==> src/rtl/mem_arbiter.sv <==
// Two-client (icache/dcache) arbiter onto one RAM port with a dcache block lock and icache starvation guard.
// Optional statistics counters are built only when MEMARB_STATS_EN is defined.
module mem_arbiter #(
  parameter int STARVE_LIMIT = 8,
  parameter int CNT_W        = 32
) (
  input  logic                                  CLK,
  input  logic                                  nRST,
  input  logic                                  iREN,
  input  logic [31:0]                           iaddr,
  output logic                                  iwait,
  output logic [31:0]                           iload,
  input  logic                                  dREN,
  input  logic                                  dWEN,
  input  logic [31:0]                           daddr,
  input  logic [31:0]                           dstore,
  output logic                                  dwait,
  output logic [31:0]                           dload,
  output logic                                  ramREN,
  output logic                                  ramWEN,
  output logic [31:0]                           ramaddr,
  output logic [31:0]                           ramstore,
  input  logic [31:0]                           ramload,
  input  logic [1:0]                            ramstate,
  output logic [CNT_W-1:0]                      dgrant_cnt,
  output logic [CNT_W-1:0]                      igrant_cnt,
  output logic [CNT_W-1:0]                      conflict_cnt,
  output logic [1:0]                            dbg_state,
  output logic [$clog2(STARVE_LIMIT+1)-1:0]     dbg_starve_cnt
);

  localparam int SW = $clog2(STARVE_LIMIT + 1);
  localparam logic [1:0] RS_ACCESS = 2'd2;

  typedef enum logic [1:0] {
    IDLE  = 2'd0,
    DBUSY = 2'd1,
    IBUSY = 2'd2,
    DHOLD = 2'd3
  } state_t;

  state_t        state_q, state_d;
  logic [SW-1:0] starve_q, starve_d;
  logic          dreq, starved, grant_d, grant_i, access, done_d, done_i;

  // A client's wait drops only in the cycle its granted word sees ACCESS.
  always_comb begin
    dreq    = dREN | dWEN;
    starved = iREN && (starve_q == SW'(STARVE_LIMIT));
    grant_d = 1'b0;
    grant_i = 1'b0;
    case (state_q)
      IDLE: begin
        if (starved)   grant_i = 1'b1;
        else if (dreq) grant_d = 1'b1;
        else if (iREN) grant_i = 1'b1;
      end
      DBUSY:   grant_d = dreq;
      IBUSY:   grant_i = iREN;
      DHOLD:   grant_d = dreq;
      default: ;
    endcase
    // Reset overrides any grant so the RAM sees idle strobes immediately.
    if (!nRST) begin
      grant_d = 1'b0;
      grant_i = 1'b0;
    end

    access = (ramstate == RS_ACCESS);
    done_d = grant_d & access;
    done_i = grant_i & access;

    state_d = IDLE;
    if (grant_d)      state_d = done_d ? (daddr[2] ? IDLE : DHOLD) : DBUSY;
    else if (grant_i) state_d = done_i ? IDLE : IBUSY;

    ramREN   = 1'b0;
    ramWEN   = 1'b0;
    ramaddr  = '0;
    ramstore = '0;
    if (grant_d) begin
      ramREN   = dREN & ~dWEN;
      ramWEN   = dWEN;
      ramaddr  = daddr;
      ramstore = dstore;
    end else if (grant_i) begin
      ramREN  = 1'b1;
      ramaddr = iaddr;
    end
    iwait = ~done_i;
    dwait = ~done_d;

    starve_d = '0;
    if (iREN && !done_i)
      starve_d = (starve_q == SW'(STARVE_LIMIT)) ? starve_q : starve_q + SW'(1);
  end

  always_ff @(posedge CLK or negedge nRST) begin
    if (!nRST) begin
      state_q  <= IDLE;
      starve_q <= '0;
    end else begin
      state_q  <= state_d;
      starve_q <= starve_d;
    end
  end

  assign iload          = ramload;
  assign dload          = ramload;
  assign dbg_state      = state_q;
  assign dbg_starve_cnt = starve_q;

`ifdef MEMARB_STATS_EN
  logic [CNT_W-1:0] dgrant_q, dgrant_d, igrant_q, igrant_d, conflict_q, conflict_d;

  always_comb begin
    dgrant_d   = dgrant_q + {{(CNT_W-1){1'b0}}, done_d};
    igrant_d   = igrant_q + {{(CNT_W-1){1'b0}}, done_i};
    conflict_d = conflict_q + {{(CNT_W-1){1'b0}}, iREN & grant_d};
  end

  always_ff @(posedge CLK or negedge nRST) begin
    if (!nRST) begin
      dgrant_q   <= '0;
      igrant_q   <= '0;
      conflict_q <= '0;
    end else begin
      dgrant_q   <= dgrant_d;
      igrant_q   <= igrant_d;
      conflict_q <= conflict_d;
    end
  end

  assign dgrant_cnt   = dgrant_q;
  assign igrant_cnt   = igrant_q;
  assign conflict_cnt = conflict_q;
`else
  assign dgrant_cnt   = '0;
  assign igrant_cnt   = '0;
  assign conflict_cnt = '0;
`endif

endmodule

==> config.mk <==
export PLATFORM = sky130hd
export DESIGN_NAME = mem_arbiter
export DESIGN_NICKNAME = d
export VERILOG_FILES = /design/src/rtl/mem_arbiter.sv
export SDC_FILE = /design/constraint.sdc
export NUM_CORES = 1
export LEC_CHECK = 0
export ABC_AREA = 1
export BUFFER_PORTS_ARGS = -buffer_cell sky130_fd_sc_hd__buf_2
export CAP_MARGIN = 10
export CORE_AREA = 8 8 135 137
export CTS_CLUSTER_DIAMETER = 60
export DETAILED_ROUTE_END_ITERATION = 6
export DIE_AREA = 0 0 143 145
export SKIP_LAST_GASP = 1
export SLEW_MARGIN = 0
export SYNTH_ARGS = -nofsm -noshare
export SYNTH_HDL_FRONTEND = slang
export SYNTH_SLANG_ARGS = --single-unit
==> constraint.sdc <==
create_clock -name CLK -period 2.16 [get_ports CLK]
set_clock_uncertainty 0.15 [all_clocks]
set_input_delay 0.108 -clock CLK [delete_from_list [all_inputs] [get_ports CLK]]
set_output_delay 0.108 -clock CLK [all_outputs]
set_load 0.005 [all_outputs]
==> results.cfg <==
[finish]
antenna_cells = 0
fillCellCount = 1858
drive_gt1_frac = 0.4083
nets = 646
finalNonFillerCells = 727
multi_input_area_mm2 = 0.001147
post-route-util = 0.1845
syn_to_final_growth_pct = 27.06
seq_area_um2 = 150.1

[yosys]
synth_compound_area_frac = 0.01066
ys_types = 21
synthAdderAreaFrac = 0.01066
synthXorXnorAreaFrac = 0.01119
synth_top_family_by_area = buffers and inverters
synthMuxAreaShare = 0
synth-simple-area-share = 0.2781
ys_ff_latch = 6
yosys_warnings = 0
netlist_area_mm2 = 0.002349
ys_seq_area_frac = 0.06393
syn_inst = 387
avgSynthCellArea_um2 = 6.068

[timing]
period_minus_slack_ns = 2.051
fmax_mhz = 487.5
hold_violations = 0
setup-tns-final_ns = 0
setup_viol = 0
slew_viol_final = 0
finalCritPeriodShare = 0.9498
rsz0062_at_grt = false

[cts]
numCtsBuffers = 3
cts_sinks = 6
cts_root_buffer = clkbuf_16
cts_buffer_depth = 2
htreeDepth = 1
clk_latency_ns = 0.22
cts_tree = built
clk_pin_slew_ns = 0.03

[die]
core_area_mm2 = 0.01617
dieHeight_um = 145
io_pins = 369
rows = 47
fp.dieW_um = 143
dieArea_mm2 = 0.02074
initial_utilization = 0.1452

[setup_path]
cp_cell_sequence = inv_1 > ha_2 > nand4_4 > nand3_2 > nand2_4 > buf_12 > clkbuf_16 > nand3_1 > nand2_1 > buf_2
setup.worst_path.class = reg2out
crit_arrival_ns = 1.79
end_kind = primary output
startpoint_type = register
worstPathRequired_ns = 1.90
cp_max_fo = 16
cpPeakStageDelay_ns = 0.38
cpMaxStageDelayCell = dfrtp_1
crit_buf_inv = 4
crit_family = buffers and inverters

[route]
dr.pass1.iters = 4
drt_iter0_markers = 84
num_vias = 2367
postRouteWirelength_mm = 10.43
ant_nets = 0
post_drt_wl_per_cell_um = 14.34
route.detailed.drc = 0
vias_per_cell = 3.256

[status]
status = complete, no violations

[place]
port_buffers = 176
dp_hpwl_mm = 7.607
dp.cells = 708
place.gp.congestion = 0.7726

[grt]
antenna_found_initial = 0
grt_use_total = 0.07383
grt_pass1_wl_mm = 12.59
grt_pass1_vias = 2449
grt-ovfl-total = 0
grt_max_degree = 40

[pwr]
finalPower_mw = 1.110
ir_drop_mv = 0.2262
leakagePower_nw = 1.991
power_density_mw_per_mm2 = 372.1

[hold_path]
hp-class = in2reg

[flow_run]
drv_cap = 0
-- cell type report --
| class | instances | share of cell area |
|---|---|---|
| repair buffers | 194 | 0.3920 |
| well taps | 220 | 0.09224 |
| multi-input cells | 261 | 0.3845 |
| inverters | 43 | 0.05577 |
| flip-flops and latches | 6 | 0.05031 |
| clock buffers | 3 | 0.02516 |
-- path summary, 6_finish.rpt --
path	from	to	slack, ns	depth (start not counted)
worst max-delay path	dbg_starve_cnt[0]$_DFFE_PN0P_	ramaddr[19]	0.11	10
worst min-delay path	ramstate[0]	dbg_state[1]$_DFF_PN0_	0.002	3
worst max register to register	dbg_starve_cnt[0]$_DFFE_PN0P_	dbg_state[1]$_DFF_PN0_	0.43	9
worst min register to register	dbg_starve_cnt[2]$_DFFE_PN0P_	dbg_starve_cnt[2]$_DFFE_PN0P_	0.52	3
max in group asynchronous	nRST	dbg_state[1]$_DFF_PN0_	1.07	3
min in group asynchronous	nRST	dbg_starve_cnt[3]$_DFFE_PN0P_	0.49	3
-- per-stage QoR --
stage / area (um^2) / worst slack, ns / hold WS, ns
2_1_floorplan: 2705 / 0.5915 / -0.3376
3_3_place_gp: 2606 / 0.2992 / 0.06605
3_5_place_dp: 2606 / 0.2600 / 0.06605
4_1_cts: 2710 / 0.03466 / 0.001960
5_1_grt: 2984 / 0.002488 / 0.03833
6_report: 2984 / 0.1085 / 0.001593
-- power by group --
part	internal, mW	switching, mW
sequential	0.122	0.0102
combinational	0.318	0.367
clock	0.237	0.0560
total	0.678	0.433
-- layer usage --
metal,GRT usage,part of all wire
met1,0.07478,0.37
met2,0.1313,0.49
met3,0.02986,0.12
met4,0.02924,0.027
met5,0,0
-- repair_timing --
| item | CTS | global route |
|---|---|---|
| gates resized for setup | 1 | 11 |
| pin swaps | 0 | 3 |
| gates cloned | 0 | 8 |
| setup endpoints to repair | 2 | 50 |
| buffers inserted | 0 | 6 |
| endpoints found under the hold margin | 7 | 0 |
| hold buffers | 2 | 0 |
-- cell usage after synthesis (all sizes together) --
cell,number,area [um^2]
nor2,40,150.1
conb,1,3.750
nor3,1,10.01
xor2,3,26.28
nand3,38,190.2
clkinv,1,5.000
nand2,73,284.0
buf,173,1302
dfrtp,6,150.1
nand4,2,18.77
a21oi,1,5.000
ha,2,25.02
o21ai,4,20.02
inv,42,157.6
-- sequential cells by signal, indices dropped and copies added (netlist names) --
register	cells
dbg_starve_cnt	4
dbg_state	2
-- worst register-to-register path, cell delays in order (launching register included) --
cell	delay, ns
dfrtp_1	0.38
inv_1	0.10
ha_2	0.22
nand4_4	0.13
nand3_2	0.11
nand2_4	0.07
buf_12	0.14
clkbuf_16	0.17
nand4_1	0.08
nand2_1	0.07
-- kinds of logic (layout without fill, tap and decap cells) --
group,Yosys count,after routing
AO/OA/AOI/OAI,5,5
XOR/XNOR,3,3
adder cells (fa/ha/maj),2,2
buffers and inverters,216,240
flip-flops,6,6
other,1,96
AND/OR/NAND/NOR,154,155
-- cells in the final DEF, fill, tap and decap left out, types with 2 or more instances in the layout --
cell type / n
o21ai_0: 3
buf_12: 3
nand3_1: 36
nand3_2: 2
dlygate4sd3_1: 2
xor2_1: 3
buf_4: 6
inv_2: 2
nor2_1: 40
dfrtp_1: 6
buf_2: 175
nand2_1: 70
inv_1: 40
conb_1: 96
clkbuf_16: 9
nand2_8: 2
No activity file was read; power rests on OpenSTA's default activity.
